File: src/rtl/fifo_read_packer.sv
// Read-side FIFO consumer: packs LANES entries little-endian into one word.
// Partial words are emitted on idle timeout or on an explicit flush.
module fifo_read_packer #(
    parameter int DSIZE   = 8,
    parameter int LANES   = 4,
    parameter int TIMEOUT = 16
) (
    input  logic                   rclk,
    input  logic                   rrst,
    input  logic [DSIZE-1:0]       rdata,
    input  logic                   rempty,
    output logic                   rinc,
    input  logic                   flush,
    output logic [DSIZE*LANES-1:0] out_data,
    output logic [LANES-1:0]       out_keep,
    output logic                   out_valid,
    input  logic                   out_ready,
    output logic [15:0]            word_count
);

    localparam int IW = (LANES > 1) ? $clog2(LANES) : 1;
    localparam int CW = (TIMEOUT > 1) ? $clog2(TIMEOUT) : 1;
    localparam logic [IW-1:0] ILAST = IW'(LANES - 1);
    localparam logic [CW-1:0] CLAST = CW'(TIMEOUT - 1);

    typedef enum logic {
        FILL,
        HOLD
    } state_t;

    state_t                 state, state_n;
    logic [IW-1:0]          idx, idx_n;
    logic [CW-1:0]          idle_cnt, idle_n;
    logic [DSIZE*LANES-1:0] data_q, data_n;
    logic [LANES-1:0]       keep_q, keep_n;
    logic                   valid_q, valid_n;
    logic [15:0]            wcnt, wcnt_n;
    logic                   pop;

    assign pop        = (state == FILL) & ~rempty;
    assign rinc       = pop & ~rrst;
    assign out_data   = data_q;
    assign out_keep   = keep_q;
    assign out_valid  = valid_q;
    assign word_count = wcnt;

    always_ff @(posedge rclk) begin
        if (rrst) begin
            state    <= FILL;
            idx      <= '0;
            idle_cnt <= '0;
            data_q   <= '0;
            keep_q   <= '0;
            valid_q  <= 1'b0;
            wcnt     <= '0;
        end else begin
            state    <= state_n;
            idx      <= idx_n;
            idle_cnt <= idle_n;
            data_q   <= data_n;
            keep_q   <= keep_n;
            valid_q  <= valid_n;
            wcnt     <= wcnt_n;
        end
    end

    always_comb begin
        state_n = state;
        idx_n   = idx;
        idle_n  = idle_cnt;
        data_n  = data_q;
        keep_n  = keep_q;
        valid_n = valid_q;
        wcnt_n  = wcnt;
        unique case (state)
            FILL: begin
                if (pop) begin
                    // a pop always restarts the idle timer, even at timeout
                    data_n[idx*DSIZE +: DSIZE] = rdata;
                    keep_n[idx] = 1'b1;
                    idle_n      = '0;
                    if (idx == ILAST || flush) begin
                        valid_n = 1'b1;
                        state_n = HOLD;
                        idx_n   = '0;
                    end else begin
                        idx_n = idx + 1'b1;
                    end
                end else if (idx != '0) begin
                    if (flush || idle_cnt == CLAST) begin
                        valid_n = 1'b1;
                        state_n = HOLD;
                        idx_n   = '0;
                        idle_n  = '0;
                    end else begin
                        idle_n = idle_cnt + 1'b1;
                    end
                end else begin
                    idle_n = '0;
                end
            end
            HOLD: begin
                if (out_ready) begin
                    valid_n = 1'b0;
                    data_n  = '0;
                    keep_n  = '0;
                    wcnt_n  = wcnt + 16'd1;
                    state_n = FILL;
                end
            end
            default: state_n = FILL;
        endcase
    end

endmodule
File: config.mk
export PLATFORM = sky130hd
export DESIGN_NAME = fifo_read_packer
export DESIGN_NICKNAME = d
export VERILOG_FILES = /design/src/rtl/fifo_read_packer.sv
export SDC_FILE = /design/constraint.sdc
export NUM_CORES = 1
export LEC_CHECK = 0
export CORE_UTILIZATION = 52
export CTS_CLUSTER_SIZE = 24
export DETAILED_ROUTE_END_ITERATION = 8
export HOLD_SLACK_MARGIN = 0.12
export PLACE_DENSITY = 0.84
export SYNTH_ARGS = -nofsm -noshare
export SYNTH_HDL_FRONTEND = slang
export SYNTH_SLANG_ARGS = --single-unit
File: constraint.sdc
create_clock -name rclk -period 3.45 [get_ports rclk]
set_input_delay 0.5175 -clock rclk [delete_from_list [all_inputs] [get_ports rclk]]
set_output_delay 0.5175 -clock rclk [all_outputs]
set_load 0.03 [all_outputs]
* Yosys cells after proc, flatten, opt, wreduce, memory -nomap -nowiden
Cells that the tools add are included.
** Word-level totals
- Output and inout bits :: 54
- Flip-flop bits (word level) :: 60
- Input port bits :: 13
** Cells by class
- Shifts and indexed selects :: 2
- $add $sub $neg :: 4
- Eq/ne operators :: 7
- $lt $le $gt $ge :: 2
- Bitwise logic cells :: 6
- Reductions and logical operators :: 10
- Muxes and demuxes :: 28
** Operator list (number)
- $mux W32 :: 2
- $pmux W32 S2 :: 1
- $neg A5 Y34 :: 1
- $shift A8 B34 Y32 const A :: 1
- $shiftx A8 B34 Y32 :: 1
- $bwmux W32 :: 1
- $mux W4 :: 5
- $add A16 B1 Y16 const B :: 1
- $mux W1 :: 11
- $ne A3 B2 Y1 const B :: 3
- $mux W2 :: 4
- $pmux W4 S2 :: 1
- $reduce_bool A2 Y1 :: 3
- $add A4 B1 Y4 const B :: 1
- $eq A4 B4 Y1 const B :: 1
- $ne A2 B2 Y1 const B :: 2
- $or A4 B4 Y4 :: 1
- $pmux W1 S2 :: 2
- $reduce_and A2 Y1 :: 2
- $reduce_and A4 Y1 :: 1
- $lt A2 B3 Y1 const B :: 1
- $not A1 Y1 :: 3
- $reduce_and A3 Y1 :: 1
- $add A2 B1 Y2 const B :: 1
- 6 further kinds :: 8

* Depth between registers and ports, before layout
Gate-level depths: netlist of run 1.
- Depth in word-level cells :: 7
- Gate-level depth with buffers :: 6
- Mapped depth without buffers :: 6

* Worst setup path after synthesis of run 1
No wires, ideal clock.
- Path type :: input -> output
- Start :: in rrst
- End :: out rinc
- Stages on the path :: 4
- Arrival time :: 1497 ps
- Required time :: 2932 ps
- Buffers on the path :: 3
- Setup slack :: 1435 ps
- Path through :: buf_2 clkbuf_1 buf_1 nor2_1
** On the way
- Cells in the longest elaborated chain, start to end :: 2
** RTL lines
- start, declared :: RTL line 9 : input logic rrst,
- $not A1 Y1 :: RTL line 41 : assign rinc = pop & ~rrst;
- $and A1 B1 Y1 :: RTL line 41
- end, declared :: RTL line 12 : output logic rinc,
No other way between the ends.

* Worst setup path after layout of run 1
- Start :: reg state
- End :: out rinc
** On the way
- Cells in the longest elaborated chain, start to end :: 3
** RTL lines
- start, declared :: RTL line 31 : state_t state, state_n;
- start signal, assigned :: RTL line 57 : state <= state_n;
- $not A1 Y1 (no source line)
- $and A1 B1 Y1 :: RTL line 40 : assign pop = (state == FILL) & ~rempty;
- $and A1 B1 Y1 :: RTL line 41
No other way between the ends.

==> impl_results.md, run 1 <==
* Status: completed
* R2R setup slack at 970 ps
* Syn_nets at 306
* Crit Path Class: register to output port
* N_diodes at 0
* Avg WL per Cell at 14.6 um
* Die X at 72.4 um
* Number of global-route vias before repair at 2023
* Syn. warnings at 0
* Seq cells post-synth at 60
* Hold_sp: idle_cnt[1]
* Worst setup EP type: output port
* Die area at 5240 sq um
* LEAKAGE at 1.24 nW
* Final net count at 374
* Worst path cell trace: or2_2, nor2_1, clkdlybuf4s50_1
* Clock Sinks at 60
* Initial antenna violation count at 0
* Average cell area after synthesis at 9.11 sq um
* Max IR drop VDD at 0.000399 V
* GRT Residual Overflow at 0
* Crit Reg-Reg Startpoint: idx[0]
* Crit-path max cell delay at 710 ps
* Worst min path class: register to register
* Place WS at 739 ps
* Synth Flop Type: dfxtp_1
* Post-Synthesis Cells at 283
* Overall routing resource usage at 0.247
* Worst endpoint required time at 2930 ps
* Hold path depth at 2
* Antenna Violating Nets Remaining at 0
* Hold_buf cts at 0
* Cells after DPL at 407
* Worst-path fanout max at 24
* Post-DP HPWL at 4070 um
* Final worst path period need at 2760 ps
* Pin count of the biggest net entering global routing at 63
* Post-Route WL at 6170 um
* Setup TNS at 0 ps
* Clock Skew at 6.04 ps
* Hold Crit Endpoint: idle_cnt[1]
* Mapped cell area at 2580 sq um
* Number of remaining DRC errors at 0
* Pre-antenna DRT Iters at 4
* Crit-path slowest cell: clkdlybuf4s50_1
* Fin worst setup slack at 688 ps
* Worst-Margin Slew at 985 ps
* Critical Path AT at 2240 ps
* Detailed Route Iter0 Violations at 188
* Clock Path Buffers at 2
* CTS H-Tree Depth at 3
* Setup violators final at 0
* Max-slew headroom at 0.334
* Buf/Inv on CP at 1
* Core Region at 4750 sq um
* Area leader, netlist: dfxtp_1
* Distinct cells, synth at 38
* Achievable Freq at 0.362 GHz
* Layout cells sized above 1 at 0.0702
* Startpoint types: register
* Number of synthesized flops with an enable pin at 0
* # port buffers at 66
* Most numerous cell in the Yosys netlist: dfxtp_1
* Reg2reg path depth at 6
* Post-synthesis async set-or-reset flop share at 0
* Height of the die at 72.4 um
* Synth top area cells: dfxtp_1 47%, nor2_1 8.2%, a22oi_1 7.3%
* TritonCTS clock tree: done
* Count of final max-slew check failures at 0
* Share of the synthesized area in the top cell type at 0.466
* Reg-to-reg endpoint: out_data[4]
* First-pass GRT wire length at 9720 um
* Sequential area share after synthesis at 0.466
* MaxCap Viol Count at 0
* GP Congestion at 0.903
* Pwr dens at 438 nW/um^2
* Final hold vios at 0
* Worst skew pair latency at 330 ps
* Rows at 25
* Final non-filler cell total at 423
* IO Pins at 67
* Top delay family on crit path: buffers and inverters
* Via total after detailed routing at 2266
* Post-CTS sizing at 0
* Synth-to-Final Area Change at 35.2%
* TritonCTS Buffers at 9
* Clk root buf: clkbuf_8
* Post-CTS setup buffers at 0
* Most instantiated cells after synthesis: 60 x dfxtp_1, 56 x nor2_1, 25 x a22oi_1, 15 x a21oi_1, 12 x nand2_1
* Worst-path clk slew at 70 ps
* Initial Utilization at 0.542
* RSZ-0062 raised after global routing: false
* DR vias/cell at 5.36
* Final worst path period share at 0.801
[placed cells by master, fill, tap and decap left out, types with 3 or more instances in the layout]
master,n
a21oi_1,15
a22oi_1,25
a31oi_1,3
and2_1,9
clkbuf_8,10
clkdlybuf4s50_1,65
dfxtp_1,60
ha_1,10
inv_1,11
mux2i_1,8
nand2_1,12
nand3_1,5
nand4_1,5
nor2_1,56
nor3_1,10
nor4_1,6
o21ai_0,3
xnor2_1,9
xor2_1,3
[cell families after synthesis]
logic type / count (synthesis) / share of synthesized area
flip-flops: 60 / 0.466
XOR/XNOR: 12 / 0.0408
buffers and inverters: 21 / 0.0320
AND/OR/NAND/NOR: 114 / 0.211
multiplexers: 9 / 0.0354
adder cells (fa/ha/maj): 10 / 0.0485
AO/OA/AOI/OAI: 57 / 0.167
[report_power, final]
part	total (mW)	switching (mW)	internal (mW)
combinational	0.168	0.100	0.0675
clock	0.636	0.281	0.356
sequential	0.724	0.0175	0.706
[tightest hold or removal path, cell delays in order, from the launching register on]
cell and delay (ps):
dfxtp_1 330, nand2_1 80, a21oi_1 60
[stage by stage]
step / area (sq um) / power [mW] / hold WS, ps / utilization
after floorplan: 2580 / 0.842 / 458 / -
after global placement: 3280 / 0.901 / 472 / 0.691
after detailed placement: 3280 / 0.905 / 492 / 0.691
after CTS: 3480 / 1.54 / 505 / 0.733
after global routing: 3480 / 1.58 / 528 / 0.733
final: 3480 / 1.53 / 502 / 0.733
[state kept, by name, indices dropped and copies added (netlist names)]
register and count:
out_data 32, word_count 16, idle_cnt 4, out_keep 4
idx 2, out_valid 1, state 1
[area by class of cell]
type,instances,area [sq um]
sequential,60,1200
timing repair buffer,67,663
tap,67,83.8
multi-input combinational,202,1290
inverter,11,41.3
clock inverter,5,60.1
clock buffer,11,141
fill,368,1270
[worst max-delay path by stage]
stage / from / end / slack (ps) / cells past startpoint
final: state / rinc / 690 / 3
after global routing: state / rinc / 600 / 3
after CTS: rempty / rinc / 720 / 4
after detailed placement: rempty / rinc / 740 / 4
after global placement: rempty / rinc / 770 / 4
after floorplan: rrst / rinc / 1440 / 4
[routing by layer]
metal  GRT usage  vias up  wire length (um)
li1            -     1136                 -
met1       0.309     1063              2900
met2       0.391       57              2840
met3      0.0583       10               302
met4       0.135        0               119
met5           0        -                 0
(Power assumes the default switching activity.)
==> run 2: changes to the inputs <==
- CORE_UTILIZATION: 52 -> 44
- PLACE_DENSITY: 0.84 -> 0.76
- clock period: 3.45 -> 2.2 ns (I/O delays scaled with it)
==> run 2 against run 1 <==
Against the previous run: routed wire length shrank 0.57%; register-to-register slack lost 710 ps; cell area grew 2.5%; die area grew 18%; clock power grew 59%; via count grew 3.8%; clock skew shrank 0.63 ps; hold slack lost 130 ps; clock-buffer cell count grew 3; critical path type is now register to register.
==> impl_results.md, run 2 (synthesis gave the netlist of run 1 again) <==
* Worst path cell trace: inv_1, ha_1, or3b_4, a2111oi_4, buf_4, a22oi_1, nor2_1
* Worst skew pair latency at 330 ps
* LEAKAGE at 1.30 nW
* MaxCap Viol Count at 0
* GRT Residual Overflow at 0
* Height of the die at 78.5 um
* Worst endpoint required time at 2470 ps
* Setup violators final at 0
* DR vias/cell at 5.37
* Status: completed
* Final cell utilization of the core at 0.641
* Number of global-route vias before repair at 2155
* Largest register FFs at 32
* First-pass GRT wire length at 10100 um
* GP Congestion at 0.807
* Clock Path Buffers at 2
* CTS H-Tree Depth at 3
* Dpl cell area at 3370 sq um
* Routing usage on met3 at 0.0674
* Hold_buf cts at 0
* Max IR drop VDD at 0.000424 V
* Most frequent cells in the layout: 64 x clkdlybuf4s50_1, 60 x dfxtp_1, 56 x nor2_1
* Cell area after layout at 3570 sq um
* Clock Sinks at 60
* Final hold vios at 0
* Post-CTS sizing at 0
* N_diodes at 0
* Layout cells sized above 1 at 0.0956
* Post-CTS setup buffers at 0
* Cells after DPL at 423
* R2R setup slack at 260 ps
* Crit Path Class: register to register
* Pre-antenna DRT Iters at 5
* Avg WL per Cell at 14.0 um
* Via total after detailed routing at 2353
* Startpoint types: register
* Most common cell after layout, fill and taps aside: clkdlybuf4s50_1
* Top Usage Layer GRT: met2
* Final non-filler cell total at 438
* Overall routing resource usage at 0.213
* Worst min path class: input port to register
* Count of final max-slew check failures at 0
* Tot Pwr at 2.42 mW
* TritonCTS clock tree: done
* Post-DP HPWL at 4330 um
* Worst-Margin Slew at 725 ps
* Final worst path period share at 0.881
* Synth-to-Final Area Change at 38.6%
* GRT met2 Usage at 0.342
* Critical Path AT at 2210 ps
* Antenna Violating Nets Remaining at 0
* Final net count at 385
* Clock Skew at 5.41 ps
* Place WS at 91.2 ps
* Met1 usage at 0.250
* Max-slew headroom at 0.517
* Detailed Route Iter0 Violations at 78
* IO Pins at 67
* Core Region at 5570 sq um
* Clk root buf: clkbuf_8
* Final worst path period need at 1940 ps
* Setup TNS at 0 ps
* RSZ-0062 raised after global routing: false
* Worst setup EP type: register
* Pwr dens at 678 nW/um^2
* Die X at 78.5 um
* # port buffers at 66
* Initial Utilization at 0.462
* Pin count of the biggest net entering global routing at 34
* Worst-path fanout max at 8
* Rows at 27
* TritonCTS Buffers at 9
* Number of remaining DRC errors at 0
* Fin worst setup slack at 262 ps
* Initial antenna violation count at 0
* Crit-path max cell delay at 420 ps
* Achievable Freq at 0.516 GHz
* Hold Slack at 373 ps
* Post-Route WL at 6130 um
* Die area at 6170 sq um
* Worst-path clk slew at 60 ps
* Crit-path slowest cell: or3b_4
## run 2: area by class of cell
type	instances	area, sq um
clock buffer	14	173
multi-input combinational	202	1290
clock inverter	1	30.0
timing repair buffer	78	743
fill	462	2000
inverter	11	41.3
sequential	60	1200
tap	72	90.1
## run 2: report_power, final
group	internal, mW	switching, mW
registers	1.11	0.0183
clock network	0.611	0.399
logic	0.117	0.167
## run 2: path summary, 6_finish.rpt
path	cells after the start	startpoint	to
max	7	idx[0]	out_data[28]
min	2	rrst	out_keep[2]
max reg2reg	7	idx[0]	out_data[28]
min reg2reg	2	idle_cnt[1]	idle_cnt[1]
## run 2: metal layers
layer	vias up	wire (um)	part of all wire
li1	1154	-	-
met1	1117	2730	0.44
met2	68	2820	0.46
met3	14	429	0.070
met4	0	151	0.025
met5	-	0	0
## run 2: worst max-delay path: cells and delay by family (launching register included)
family                     cells  cell delay [ps]
DFF                            1              330
adders and majority gates      1              270
and+or+nand+nor                2              550
AOI/OAI and AO/OA              2              390
buffers and inverters          2              320
==> run 3: changes to the inputs <==
- CORE_MARGIN: unset -> 4
==> run 3 against run 2 <==
Against the previous run: routed wire length up 3.0%; flip-flop and latch count unchanged; highest routed layer unchanged; largest power group unchanged; maximum frequency decreased by 3.8%; cell area shrank 0.28%; non-clock buffer count fell by 2; clock skew up 1.7 ps.
==> impl_results.md, run 3 (synthesis gave the netlist of run 1 again) <==
* Die area at 7150 sq um
* Hold Slack at 495 ps
* Status: completed
* Clock Path Buffers at 2
* TritonCTS Buffers at 9
* GP Congestion at 0.802
* Fin worst setup slack at 186 ps
* Height of the die at 84.5 um
* R2R setup slack at 230 ps
* Worst setup EP type: output port
* Worst-path fanout max at 14
* Clock Skew at 7.09 ps
* Worst min path class: register to register
* Antenna Violating Nets Remaining at 0
* Via total after detailed routing at 2317
* First-pass GRT wire length at 10500 um
* Pin count of the biggest net entering global routing at 35
* Clk root buf: clkbuf_8
* Initial antenna violation count at 0
* Hold_buf cts at 0
* Worst endpoint required time at 1870 ps
* Cells after DPL at 421
* Worst-path clk slew at 60 ps
* Layout cells sized above 1 at 0.0989
* Startpoint types: register
* Cell area after layout at 3560 sq um
* Core Region at 5610 sq um
* # port buffers at 66
* Avg WL per Cell at 14.5 um
* LEAKAGE at 1.30 nW
* RSZ-0062 raised after global routing: false
* Rows at 27
* Final hold vios at 0
* Crit-path slowest cell: dfxtp_1
* Final worst path period need at 2010 ps
* Achievable Freq at 0.497 GHz
* Most common cell type on the critical path: buf_4
* Synth-to-Final Area Change at 38.2%
* Max-slew headroom at 0.506
* Final non-filler cell total at 436
* Setup TNS at 0 ps
* IO Pins at 67
* Count of final max-slew check failures at 0
* Crit Path Class: register to output port
* Post-DP HPWL at 4460 um
* Setup violators final at 0
* MaxCap Viol Count at 0
* Number of remaining DRC errors at 0
* Dpl cell area at 3350 sq um
* Pre-antenna DRT Iters at 4
* Critical Path AT at 1680 ps
* Detailed Route Iter0 Violations at 161
* Die X at 84.5 um
* Worst skew pair latency at 330 ps
* DR vias/cell at 5.31
* Largest register FFs at 32
* Max IR drop VDD at 0.000507 V
* Pwr dens at 675 nW/um^2
* CTS H-Tree Depth at 3
* Most frequent cells in the layout: 64 x clkdlybuf4s50_1, 59 x dfxtp_1, 56 x nor2_1
* Clock Sinks at 60
* Worst path cell trace: buf_4, or2_2, nor2_1, buf_4
* Initial Utilization at 0.460
* Final worst path period share at 0.915
* Post-Route WL at 6320 um
* GRT Residual Overflow at 0
* N_diodes at 0
* Most common cell after layout, fill and taps aside: clkdlybuf4s50_1
* TritonCTS clock tree: done
* Tot Pwr at 2.40 mW
* Final cell utilization of the core at 0.635
* Worst-Margin Slew at 741 ps
* Crit-path max cell delay at 410 ps
* Number of global-route vias before repair at 2206
* Final net count at 383
* Overall routing resource usage at 0.180
* Place WS at 67.4 ps
==> run 3: cell types whose count changed in the layout (fill, tap and decap cells not counted), sizes merged <==
cell / before / now
buf: 14 / 12
bufinv: 1 / 0
clkbuf: 14 / 15
==> run 3: worst max-delay path: cells and delay by family (launching register included) <==
| kind | cells | cell delay, ps |
|---|---|---|
| AND/OR/NAND/NOR | 2 | 520 |
| buffers and inverters | 2 | 410 |
| flip-flops | 1 | 410 |
==> run 3: worst paths after layout <==
path	startpoint	end	cells past startpoint
max reg2reg	idx[1]	idle_cnt[2]	5
min	idle_cnt[1]	idle_cnt[1]	2
min reg2reg	idle_cnt[1]	idle_cnt[1]	2
max	state	rinc	4
==> run 3: repair_timing <==
item                                    CTS  global route
buffers inserted                          0             0
gates resized for setup                   0             1
endpoints found under the setup margin    0             6
endpoints found under the hold margin     0             0
==> run 3: area by class of cell <==
class	instances	area (sq um)
sequential	60	1200
inverter	11	41.3
multi-input combinational	202	1290
timing repair buffer	76	728
tap	72	90.1
fill	495	2050
clock buffer	15	206
==> run 3: routing by layer <==
| layer | vias up | track usage | wire [um] |
|---|---|---|---|
| li1 | 1153 | - | - |
| met1 | 1092 | 0.227 | 2850 |
| met2 | 63 | 0.279 | 2900 |
| met3 | 9 | 0.0618 | 503 |
| met4 | 0 | 0.0806 | 61 |
| met5 | - | 0 | 0 |
==> run 3: report_power, final <==
part | internal [mW] | switching (mW) | leakage, nW | total [mW]
Sequential | 1.11 | 0.0173 | 0.485 | 1.13
Combinational | 0.116 | 0.166 | 0.706 | 0.282
Clock | 0.588 | 0.408 | 0.108 | 0.997
Total | 1.81 | 0.592 | 1.30 | 2.40
